==> src/rtl/seg_scan_ctrl.sv <==
// Time-multiplexed scan controller for NUM_DIG common-anode hex digits sharing one
// 7-segment decoder, with dead-time gaps between slots and optional leading-zero blanking.
module seg_scan_ctrl #(
    parameter int NUM_DIG = 4,
    parameter int AW      = 2,
    parameter int DIV     = 50000,
    parameter int GAP_CYC = 16
) (
    input  logic               clk,
    input  logic               rst_n,
    input  logic               wr_en,
    input  logic [AW-1:0]      wr_addr,
    input  logic [3:0]         wr_data,
    input  logic               lzs_en,
    output logic [3:0]         dig_val,
    output logic [NUM_DIG-1:0] dig_sel,
    output logic               frame_tick
);

    localparam int MAXC = (DIV > GAP_CYC) ? DIV : GAP_CYC;
    localparam int CW   = $clog2(MAXC) + 1;
    localparam logic [AW:0]   NUM_DIG_W = (AW + 1)'(NUM_DIG);
    localparam logic [AW-1:0] LAST_SLOT = AW'(NUM_DIG - 1);

    typedef enum logic {
        ST_GAP  = 1'b0,
        ST_SHOW = 1'b1
    } state_t;

    state_t              state_r, state_nxt_s;
    logic [CW-1:0]       cnt_r, cnt_nxt_s;
    logic [AW-1:0]       slot_r, slot_nxt_s;
    logic                tick_r, tick_nxt_s;
    logic                lzs_r;
    logic [3:0]          regs_r [NUM_DIG];
    logic [NUM_DIG-1:0]  nz_from_s;
    logic                supp_s;
    logic [NUM_DIG-1:0]  dig_sel_s;
    logic [3:0]          dig_val_s;

    // Digit register file and sampled suppression enable; out-of-range writes are dropped.
    always_ff @(posedge clk or negedge rst_n) begin
        if (!rst_n) begin
            for (int i = 0; i < NUM_DIG; i++) begin
                regs_r[i] <= 4'h0;
            end
            lzs_r <= 1'b0;
        end else begin
            if (wr_en && ({1'b0, wr_addr} < NUM_DIG_W)) begin
                regs_r[wr_addr] <= wr_data;
            end
            lzs_r <= lzs_en;
        end
    end

    // Scan state register: FSM state, period counter, slot index and frame pulse.
    always_ff @(posedge clk or negedge rst_n) begin
        if (!rst_n) begin
            state_r <= ST_GAP;
            cnt_r   <= CW'(GAP_CYC);
            slot_r  <= {AW{1'b0}};
            tick_r  <= 1'b0;
        end else begin
            state_r <= state_nxt_s;
            cnt_r   <= cnt_nxt_s;
            slot_r  <= slot_nxt_s;
            tick_r  <= tick_nxt_s;
        end
    end

    // Next-state logic: the counter reloads on every state change, slot advances leaving SHOW.
    always_comb begin
        state_nxt_s = state_r;
        cnt_nxt_s   = cnt_r - CW'(1);
        slot_nxt_s  = slot_r;
        tick_nxt_s  = 1'b0;
        case (state_r)
            ST_GAP: begin
                if (cnt_r == CW'(1)) begin
                    state_nxt_s = ST_SHOW;
                    cnt_nxt_s   = CW'(DIV);
                end else begin
                    state_nxt_s = ST_GAP;
                end
            end
            ST_SHOW: begin
                if (cnt_r == CW'(1)) begin
                    state_nxt_s = ST_GAP;
                    cnt_nxt_s   = CW'(GAP_CYC);
                    if (slot_r == LAST_SLOT) begin
                        slot_nxt_s = {AW{1'b0}};
                        tick_nxt_s = 1'b1;
                    end else begin
                        slot_nxt_s = slot_r + AW'(1);
                    end
                end else begin
                    state_nxt_s = ST_SHOW;
                end
            end
            default: begin
                state_nxt_s = ST_GAP;
                cnt_nxt_s   = CW'(GAP_CYC);
                slot_nxt_s  = {AW{1'b0}};
            end
        endcase
    end

    // Output decode from registers only; nz_from_s[i] marks a nonzero digit at index i or above.
    always_comb begin
        nz_from_s = {NUM_DIG{1'b0}};
        for (int i = NUM_DIG - 1; i >= 0; i--) begin
            if (i == NUM_DIG - 1) begin
                nz_from_s[i] = (regs_r[i] != 4'h0);
            end else begin
                nz_from_s[i] = (regs_r[i] != 4'h0) | nz_from_s[i+1];
            end
        end
        supp_s    = lzs_r && (slot_r != {AW{1'b0}}) && !nz_from_s[slot_r];
        dig_val_s = regs_r[slot_r];
        dig_sel_s = {NUM_DIG{1'b1}};
        if ((state_r == ST_SHOW) && !supp_s) begin
            dig_sel_s[slot_r] = 1'b0;
        end else begin
            dig_sel_s = {NUM_DIG{1'b1}};
        end
    end

    assign dig_val    = dig_val_s;
    assign dig_sel    = dig_sel_s;
    assign frame_tick = tick_r;

endmodule

==> config.mk <==
export PLATFORM = sky130hd
export DESIGN_NAME = seg_scan_ctrl
export DESIGN_NICKNAME = d
export VERILOG_FILES = /design/src/rtl/seg_scan_ctrl.sv
export SDC_FILE = /design/constraint.sdc
export NUM_CORES = 1
export LEC_CHECK = 0
export ABC_CLOCK_PERIOD_IN_PS = 3000
export BUFFER_PORTS_ARGS = -buffer_cell sky130_fd_sc_hd__buf_2
export CORE_MARGIN = 2
export CORE_UTILIZATION = 58
export DETAILED_ROUTE_END_ITERATION = 7
export PLACE_DENSITY = 0.78
export SLEW_MARGIN = 25
export SYNTH_ARGS = -nofsm -noshare
export SYNTH_HDL_FRONTEND = slang
export SYNTH_SLANG_ARGS = --single-unit
export TNS_END_PERCENT = 50
==> constraint.sdc <==
create_clock -name clk -period 3 [get_ports clk]
set_input_delay 0.6 -clock clk [delete_from_list [all_inputs] [get_ports clk]]
set_output_delay 0.6 -clock clk [all_outputs]
set_load 0.1 [all_outputs]
Word-level counts from Yosys, hierarchy flattened
Index checks and enable logic that the tools add are counted.
{ "op_classes": {"bitwise_logic": 7, "n_eq_ne": 2, "n_lt_le_gt_ge": 5, "reduce_logical": 13, "addsub": 2, "n_mux": 21} }
{ "op_table": {"columns": ["cell", "n"], "rows": [
  ["17-bit 2-to-1 mux", 2],
  ["17-bit one-hot mux with 2 select lines", 1],
  ["17-bit by 1-bit == test with 1-bit output, second input constant", 1],
  ["17-bit by 1-bit subtractor with 17-bit output, second input constant", 1],
  ["16-bit bitwise mux", 1],
  ["4-bit 2-to-1 mux", 4],
  ["4-bit nonzero test", 4],
  ["4-bit binary-select mux with 2-bit select", 1],
  ["4-bit demux with 2-bit select", 1],
  ["1-bit 2-to-1 mux", 7],
  ["3-bit >= comparator, second input constant", 2],
  ["2-bit inverter with 3-bit output", 2],
  ["1-bit logical AND", 5],
  ["4-bit inverter", 1],
  ["2-bit by 3-bit < comparator with 1-bit output, second input constant", 1],
  ["3-bit by 1-bit < comparator with 1-bit output, second input constant", 1],
  ["1-bit bitwise OR", 3],
  ["2-bit by 1-bit adder with 2-bit output, second input constant", 1],
  ["1-bit binary-select mux with 2-bit select", 1],
  ["1-bit demux with 2-bit select", 1],
  ["2-bit == test, second input constant", 1],
  ["2-bit by 1-bit >= comparator with 1-bit output, second input constant", 1],
  ["1-bit zero test", 2],
  ["2-bit 2-to-1 mux", 1],
  ["4 further kinds", 4]
]} }
{ "word_totals": {"wordCells": 59, "output_inout_bits": 9, "register_bits": 38, "in_bits": 10} }

Depth between registers and ports, before layout
Gate-level depths: netlist of the first run.
{ "logic_depth": {"depth_word": 11, "depth_mapped": 7, "depth_no_buf": 6} }

Least setup slack after synthesis of the first run
OpenSTA, ideal clock, no wires.
{ "synth_path": {"path_kind": "register to output", "startpoint": "register slot_r[0]", "endpoint": "output dig_sel[1]", "path_stages_with_launch": 8, "t_required_ns": 2.400, "arrival_time_ns": 2.272, "slack_ns": 0.128, "n_path_buf": 1, "cell_sequence": "dfrtp_1 -> clkbuf_1 -> inv_1 -> ha_1 -> nor4b_1 -> nand2_1 -> a211o_1 -> nand3_1"} }
{ "synth_between": {"elab_chain_cells": 7, "word_cells_on_any_way": 15, "classes_between": "2 x order compare; 5 x mux; 1 x bitwise; 7 x reduce/logical"} }
{ "synth_rtl": {"columns": ["element", "line_no", "text"], "rows": [
  ["start, declared", "32", "logic [AW-1:0] slot_r, slot_nxt_s;"],
  ["start signal, assigned", "61", "slot_r <= {AW{1'b0}};"],
  ["start signal, assigned", "66", "slot_r <= slot_nxt_s;"],
  ["parallel branches: the longest is 6 deep, another holds 2-bit by 3-bit < comparator with 1-bit output", null, null],
  ["4-bit 2-to-1 mux *", "121", "if ((state_r == ST_SHOW) && !supp_s) begin"],
  ["end, declared", "16", "output logic [NUM_DIG-1:0] dig_sel,"]
]} }
Mark *: on every way between the ends. The select of a mux whose other input is x is not followed.

Final worst setup path of the first run
{ "layout_path": {"startpoint": "register slot_r[1]", "endpoint": "output dig_sel[2]"} }
The elaborated chain is that of the path after synthesis.

==> impl_metrics.json, run 1 <==
{
  "regToRegSetupSlack_ps": 660,
  "final_nets": 201,
  "min_path_type": "in2async",
  "grt_pass1_vias": 1306,
  "drtIter0Drc": 69,
  "io_buffer_count": 18,
  "htreeDepth": 2,
  "rsz0062_at_grt": "no",
  "route.detailed.drc": 0,
  "wl_per_cell_um": 15.8,
  "grt_pass1_wl_um": 6020,
  "die_area_um2": 3780,
  "avgSynthCellArea_um2": 11.9,
  "final-setup-viol-count": 0,
  "clkTransAtPathRegs_ps": 110,
  "cts_tree": "yes",
  "area_delta_synth_final_pct": 12.4,
  "timing.rr.end": "slot_r[0]",
  "period_minus_slack_ps": 2820,
  "ys_warn_count": 0,
  "power.density_nw_per_um2": 482,
  "finalCritPeriodShare": 0.940,
  "critPathKind": "reg2out",
  "status": "finished clean",
  "final_max_slew_viol_count": 0,
  "grt_max_degree": 39,
  "synth_area_leaders": "dfrtp_1 48%, mux2_2 10%, mux4_2 4.7%",
  "post_cts_buffers": 0,
  "synth_edf_count": 0,
  "avgViaCountPerCell": 5.88,
  "slew_headroom": 0.456,
  "tightest_slew_ps": 816,
  "seq_area_frac_synth": 0.496,
  "async_flop_share": 1.00,
  "stdcell_count": 230,
  "gp_congestion": 0.851,
  "ant_nets": 0,
  "end_kind": "primary output",
  "syn_area_um2": 1920,
  "antenna_cells": 0,
  "required_ps": 2400,
  "crit_arrival_ps": 2220,
  "fin_area_um2": 2160,
  "max-cap-violations": 0,
  "ys.flop_type": "dfrtp_1",
  "first_pass_iters": 5,
  "die_h_um": 61.5,
  "num_io_pins": 19,
  "cts_sinks": 38,
  "cts_max_path_buffers": 2,
  "dp.cells": 222,
  "clk_latency_ps": 350,
  "skew_ps": 6.44,
  "syn-num-nets": 177,
  "numCtsBuffers": 5,
  "hold_viol_final": 0,
  "crit_path_start_kind": "flop",
  "synth_cells": 161,
  "path_max_fanout": 8,
  "power.total_mw": 1.04,
  "coreArea_um2": 3100,
  "leakage_nw": 0.849,
  "finalWirelength_um": 3630,
  "grt-ovfl-total": 0,
  "synth_top_area_frac": 0.483,
  "placed_cell_area_um2": 2090,
  "ys_seq_elements": 38,
  "vdd_drop_max_mv": 0.299,
  "synthDistinctLibCells": 36,
  "ff2ff_path_depth": 6,
  "antenna_found_initial": 0,
  "initial_utilization": 0.618,
  "fp.dieW_um": 61.5,
  "fill_cells": 239,
  "yosysTopAreaCell": "dfrtp_1",
  "fin_tns_setup_ps": 0,
  "grt_use_total": 0.225,
  "drive_gt1_frac": 0.301,
  "ctsHoldBuffers": 0,
  "max_freq_mhz": 354,
  "cts-root-buf": "clkbuf_4",
  "fin_hold_ws_ps": 339,
  "dp_hpwl_um": 2730,
  "r2r_start": "cnt_r[1]",
  "vias": 1352,
  "rows": 20
}
-- power breakdown --
group | internal (mW) | total, mW | switching (mW)
logic | 0.0600 | 0.175 | 0.115
clock network | 0.114 | 0.274 | 0.160
registers | 0.554 | 0.591 | 0.0371
-- how the worst max path moves through the flow --
stage	startpoint	end	slack (ps)
finish	slot_r[1]	dig_sel[2]	180
global route	slot_r[1]	dig_sel[2]	40
CTS	slot_r[1]	dig_sel[2]	60
detailed placement	slot_r[1]	dig_sel[2]	320
global placement	slot_r[1]	dig_sel[2]	500
floorplan	slot_r[0]	dig_sel[1]	130
-- kinds of logic (layout without fill, tap and decap cells) --
logic type | count (synthesis) | after routing | synth area share
compound gates | 16 | 16 | 0.0489
xor+xnor | 11 | 11 | 0.0502
fa+ha+maj | 6 | 6 | 0.0391
buf+inv | 10 | 35 | 0.0241
flops | 38 | 38 | 0.496
mux | 22 | 22 | 0.155
simple gates | 58 | 58 | 0.187
-- registers in the layout, summed over array words and instances (netlist names) --
signal,count
cnt_r,17
regs_r,16
slot_r,2
frame_tick,1
lzs_r,1
state_r,1
-- critical path, cell delays in order, from the launching register on --
cell	delay, ps
dfrtp_2	470
inv_1	110
ha_1	210
nor4b_1	320
nand2_1	110
a211o_1	270
nand3_1	90
buf_4	290
-- cells in the mapped netlist, types with 3 or more instances --
| cell type | instances |
|---|---|
| dfrtp_1 | 37 |
| nand3_1 | 6 |
| or3_1 | 4 |
| mux2_2 | 17 |
| a21oi_1 | 8 |
| nor4_1 | 4 |
| xnor2_1 | 6 |
| xor2_1 | 5 |
| o21ai_0 | 4 |
| ha_1 | 6 |
| or4_1 | 4 |
| nor3_1 | 6 |
| nand2_1 | 4 |
| nand3b_1 | 3 |
| inv_1 | 6 |
| mux4_2 | 4 |
| nor2_1 | 14 |
-- cell type report --
class                   instances  area (um2)  area share
clock buffers                   7        55.1      0.0255
clock inverters                 1        5.00     0.00232
inverters                       6        22.5      0.0104
multi-input cells             113         920       0.427
flip-flops and latches         38         953       0.442
well taps                      44        55.1      0.0255
repair buffers                 21         145      0.0673
-- cell usage in the layout, fill, tap and decap left out, drive strengths merged, types with 4 or more instances in the layout --
cell type	instances
or4	6
nor4	5
xnor2	6
clkbuf	7
a21oi	8
mux2	18
nand3	6
inv	6
nor3	6
buf	21
nor2	15
mux4	4
nand2	4
o21ai	4
xor2	5
dfrtp	37
or3	4
ha	6
-- per-layer routing --
layer | track usage | vias up | part of all wire
met5 | 0 | - | 0
met4 | 0.0699 | 0 | 0.012
met3 | 0.0924 | 7 | 0.060
met2 | 0.355 | 48 | 0.49
met1 | 0.284 | 660 | 0.44
li1 | - | 637 | -
-- through the flow --
| stage | setup slack [ps] | utilization |
|---|---|---|
| after floorplan | 128 | - |
| after global placement | 504 | 0.674 |
| after detailed placement | 316 | 0.674 |
| after CTS | 60.9 | 0.694 |
| after global routing | 39.5 | 0.695 |
| final | 179 | 0.695 |
-- timing repair --
action	in CTS	in global routing
resized for setup	1	1
cloned	0	0
endpoints found under the setup margin	1	3
(Power assumes the default switching activity.)
==> inputs of run 2 (changes only) <==
==> constraint.sdc (replaced) <==
create_clock -name clk -period 3 [get_ports clk]
set_input_delay 0.3 -clock clk [delete_from_list [all_inputs] [get_ports clk]]
set_output_delay 0.3 -clock clk [all_outputs]
set_load 0.1 [all_outputs]
==> run 2 against run 1 <==
Utilization is 0.81 points lower. Register-to-register slack better by 20 ps. Largest cell class unchanged. Non-clock buffer count is 1 lower. Die area is the same. Clock skew is essentially flat. Largest power group unchanged. Power increased by 6.0%. Via count decreased by 1.4%. Design area shrank 1.2%. Flip-flop and latch count unchanged. Clock power up 23%. Sequential power is essentially flat. Fmax grew 1.2%. Highest routed layer unchanged.
==> impl_metrics.json, run 2 (same netlist as run 1, synthesis figures left out) <==
{
  "cts-root-buf": "clkbuf_4",
  "io_buffer_count": 18,
  "initial_utilization": 0.618,
  "finalWirelength_um": 3610,
  "route.detailed.drc": 0,
  "num_io_pins": 19,
  "final_nets": 200,
  "antenna_cells": 0,
  "grt-ovfl-total": 0,
  "cts_tree": "yes",
  "rows": 20,
  "clk_latency_ps": 340,
  "fin_hold_ws_ps": 29.1,
  "first_pass_iters": 4,
  "period_minus_slack_ps": 2790,
  "fin_util": 0.687,
  "swShare": 0.283,
  "max_freq_mhz": 359,
  "seqPwrFrac": 0.537,
  "tightest_slew_ps": 808,
  "pre_cts_ws_ps": 497,
  "max-cap-violations": 0,
  "cts_sinks": 38,
  "cts_max_path_buffers": 2,
  "gp_congestion": 0.850,
  "area_delta_synth_final_pct": 11.1,
  "finalCritPeriodShare": 0.929,
  "crit_arrival_ps": 2490,
  "grt_use_total": 0.218,
  "final-setup-viol-count": 0,
  "grt_pass1_wl_um": 5820,
  "drive_gt1_frac": 0.292,
  "crit_path_start_kind": "flop",
  "power.density_nw_per_um2": 517,
  "drtIter0Drc": 92,
  "end_kind": "primary output",
  "wl_per_cell_um": 15.8,
  "final_common_cell": "dfrtp_1",
  "power_switching_mw": 0.312,
  "reg.largest.list": "cnt_r x17, regs_r x16, slot_r x2",
  "largest_register_ffs": 17,
  "status": "finished clean",
  "leakage_nw": 0.829,
  "critPathKind": "reg2out",
  "grt_pass1_vias": 1238,
  "top_register": "cnt_r",
  "skew_ps": 6.16,
  "ctsHoldBuffers": 0,
  "numCtsBuffers": 5,
  "setup_ws_ps": 212,
  "die_h_um": 61.5,
  "htreeDepth": 2,
  "coreArea_um2": 3100,
  "intPower_mw": 0.790,
  "min_path_type": "in2async",
  "path_max_fanout": 8,
  "grt_max_degree": 39,
  "final_max_slew_viol_count": 0,
  "pwr-share-clk": 0.307,
  "die_area_um2": 3780,
  "avgViaCountPerCell": 5.82,
  "dp_hpwl_um": 2690,
  "rsz0062_at_grt": "no",
  "ff2ff_path_depth": 6,
  "ant_nets": 0,
  "slew_headroom": 0.462,
  "final_cell_mix": "36 x dfrtp_1, 18 x buf_2, 17 x mux2_2",
  "comb_power_share": 0.157,
  "required_ps": 2700,
  "fin_tns_setup_ps": 0,
  "clkTransAtPathRegs_ps": 120,
  "hold_viol_final": 0,
  "antenna_found_initial": 0,
  "vias": 1333,
  "vdd_drop_max_mv": 0.269,
  "fp.dieW_um": 61.5
}
[run 2: worst paths after layout]
check	startpoint	endpoint	slack, ps
setup / recovery	slot_r[1]	dig_sel[2]	210
hold / removal	rst_n	lzs_r	30
setup reg to reg	cnt_r[1]	slot_r[0]	680
hold reg to reg	cnt_r[0]	cnt_r[0]	520
max in group asynchronous	rst_n	slot_r[0]	2410
min in group clk	lzs_en	lzs_r	50
[run 2: repair_timing]
action / in CTS / in global routing
buffers inserted: 0 / 0
setup endpoints to repair: 0 / 3
resized for setup: 0 / 1
[run 2: critical path: stages, from the launching register on]
cell	delay, ps
dfrtp_1	550
inv_1	140
ha_1	220
nor4b_1	350
nand2_1	100
a211o_1	270
nand3_1	90
buf_2	420
[run 2: routing by layer]
| layer | global-route usage | vias to the layer above | wire (um) |
|---|---|---|---|
| met5 | 0 | - | 0 |
| met4 | 0.0821 | 0 | 49 |
| met3 | 0.0630 | 6 | 148 |
| met2 | 0.323 | 33 | 1700 |
| met1 | 0.304 | 658 | 1710 |
| li1 | - | 636 | - |
[run 2: final cells by class]
type                       instances  area [um2]
fill                             249         972
clock inverter                     1        30.0
clock buffer                       7        45.0
sequential                        38         953
timing repair buffer              20         105
tap                               44        55.1
multi-input combinational        113         920
inverter                           6        22.5
[run 2: power groups by stage]
stage | clock network (mW) | registers [mW] | logic, mW
6_report | 0.338 | 0.592 | 0.173
5_1_grt | 0.370 | 0.597 | 0.184
4_1_cts | 0.344 | 0.591 | 0.175
3_5_place_dp | 0 | 0.601 | 0.175
3_3_place_gp | 0 | 0.596 | 0.172
2_1_floorplan | 0 | 0.584 | 0.140
[run 2: metrics by stage]
stage               power [mW]  cell area, um2  instances
floorplan                0.724            1920        161
global placement         0.768            2050        221
detailed placement       0.776            2050        221
CTS                       1.11            2130        229
global route              1.15            2130        229
finish                    1.10            2130        229
==> inputs of run 3 (changes only) <==
Settings changed: CORE_ASPECT_RATIO from default to 1.25.
==> run 3 against run 2 <==
Clock skew up 5.3 ps. Non-clock buffer count unchanged. Global-route usage up 1.8 points. Count of clock-buffer cells in the layout down 1. Design area up 0.47%. Combinational power about the same. Clock power up 9.8%. Critical endpoint unchanged. Largest power group unchanged.
==> impl_metrics.json, run 3 (same netlist as run 1, synthesis figures left out) <==
{
  "max-cap-violations": 0,
  "final_max_slew_viol_count": 0,
  "clkTransAtPathRegs_ps": 80,
  "seqPwrFrac": 0.521,
  "antenna_cells": 0,
  "numCtsBuffers": 5,
  "avgViaCountPerCell": 6.09,
  "multi_input_area_um2": 920,
  "cts_max_path_buffers": 2,
  "fill_cells": 250,
  "route.detailed.drc": 0,
  "intPower_mw": 0.798,
  "grt_max_degree": 39,
  "initial_utilization": 0.600,
  "fin_tns_setup_ps": 0,
  "drtIter0Drc": 46,
  "post_cts_buffers": 0,
  "rsz0062_at_grt": "no",
  "slew_headroom": 0.447,
  "num_io_pins": 19,
  "top_register": "cnt_r",
  "largest_register_ffs": 17,
  "final-setup-viol-count": 0,
  "reg.largest.list": "cnt_r x17, regs_r x16, slot_r x2",
  "final_cell_mix": "37 x dfrtp_1, 18 x buf_2, 17 x mux2_2",
  "fp.dieW_um": 55.4,
  "power_switching_mw": 0.339,
  "htreeDepth": 2,
  "final_nets": 200,
  "end_kind": "primary output",
  "seq_area_um2": 952,
  "stdcell_count": 222,
  "cts-root-buf": "clkbuf_8",
  "period_minus_slack_ps": 2760,
  "required_ps": 2700,
  "final_common_cell": "dfrtp_1",
  "antenna_found_initial": 0,
  "grt_pass1_vias": 1367,
  "first_pass_iters": 4,
  "die_area_um2": 3790,
  "pre_cts_ws_ps": 611,
  "ctsHoldBuffers": 0,
  "area_delta_synth_final_pct": 11.6,
  "dp_hpwl_um": 2840,
  "die_h_um": 68.3,
  "cts_tree": "yes",
  "ff2ff_path_depth": 6,
  "regToRegSetupSlack_ps": 710,
  "tightest_slew_ps": 829,
  "skew_ps": 11.5,
  "r2r_start": "cnt_r[1]",
  "io_buffer_count": 18,
  "clk_latency_ps": 300,
  "drive_gt1_frac": 0.297,
  "pwr-share-clk": 0.326,
  "max_freq_mhz": 362,
  "setup_ws_ps": 240,
  "ant_nets": 0,
  "timing.rr.end": "slot_r[0]",
  "vias": 1352,
  "status": "finished clean",
  "gp_congestion": 0.927,
  "hold_viol_final": 0,
  "cts.repair.resized": 0,
  "rows": 23,
  "crit_arrival_ps": 2460,
  "swShare": 0.298,
  "crit_path_start_kind": "flop",
  "wl_per_cell_um": 18.0,
  "finalWirelength_um": 3990,
  "grt-ovfl-total": 0,
  "coreArea_um2": 3190,
  "finalCritPeriodShare": 0.920,
  "leakage_nw": 0.839,
  "min_path_type": "in2async",
  "dp.cells": 214,
  "critPathKind": "reg2out",
  "grt_use_total": 0.236,
  "grt_pass1_wl_um": 6560,
  "vdd_drop_max_mv": 0.450,
  "path_max_fanout": 11,
  "power.density_nw_per_um2": 531,
  "comb_power_share": 0.153,
  "cts_sinks": 38
}
==> run 3: changes by cell type in the layout (fill, tap and decap cells not counted) <==
cell,previous run,this run
dfrtp_1,36,37
clkinv_2,0,1
dfrtp_2,1,0
bufinv_16,1,0
clkbuf_1,2,0
clkbuf_8,0,6
clkinvlp_4,0,1
clkbuf_4,5,0
==> run 3: final cells by class <==
type / count / share of cell area
inverters: 6 / 0.0105
multi-input cells: 113 / 0.430
well taps: 37 / 0.0216
clock buffers: 6 / 0.0386
clock inverters: 2 / 0.00584
repair buffers: 20 / 0.0491
flip-flops and latches: 38 / 0.445
==> run 3: metrics by stage <==
step	area, um2	hold slack [ps]	utilization	power, mW
2_1_floorplan	1920	4.41	-	0.724
3_3_place_gp	2050	411	0.640	0.770
3_5_place_dp	2050	416	0.640	0.777
4_1_cts	2140	102	0.670	1.15
5_1_grt	2140	112	0.670	1.18
6_report	2140	87.4	0.670	1.14
==> run 3: worst max path at each step <==
stage	from	to	slack, ps	depth (start not counted)
after floorplan	slot_r[0]	dig_sel[1]	430	7
after global placement	slot_r[0]	dig_sel[3]	710	7
after detailed placement	slot_r[0]	dig_sel[2]	610	7
after CTS	slot_r[0]	dig_sel[2]	240	7
after global routing	slot_r[0]	dig_sel[3]	30	7
final	slot_r[0]	dig_sel[2]	240	7
==> run 3: power by group through the flow <==
stage / sequential, mW / combinational (mW) / clock [mW]
after global routing: 0.595 / 0.184 / 0.397
after floorplan: 0.584 / 0.140 / 0
after CTS: 0.591 / 0.176 / 0.380
after detailed placement: 0.601 / 0.176 / 0
final: 0.592 / 0.174 / 0.371
after global placement: 0.598 / 0.172 / 0
==> run 3: per-layer routing <==
layer  up-vias  share of wire  track usage
met1       682           0.39        0.249
met4         0          0.013        0.162
met5         -              0            0
li1        635              -            -
met2        29           0.56        0.435
met3         6          0.036       0.0397
==> run 3: critical path: stages (launching register included) <==
cell and delay, ps:
dfrtp_1 590, inv_1 140, ha_1 240, nor4b_1 300, nand2_1 90, a211o_1 270
nand3_1 100, buf_2 420
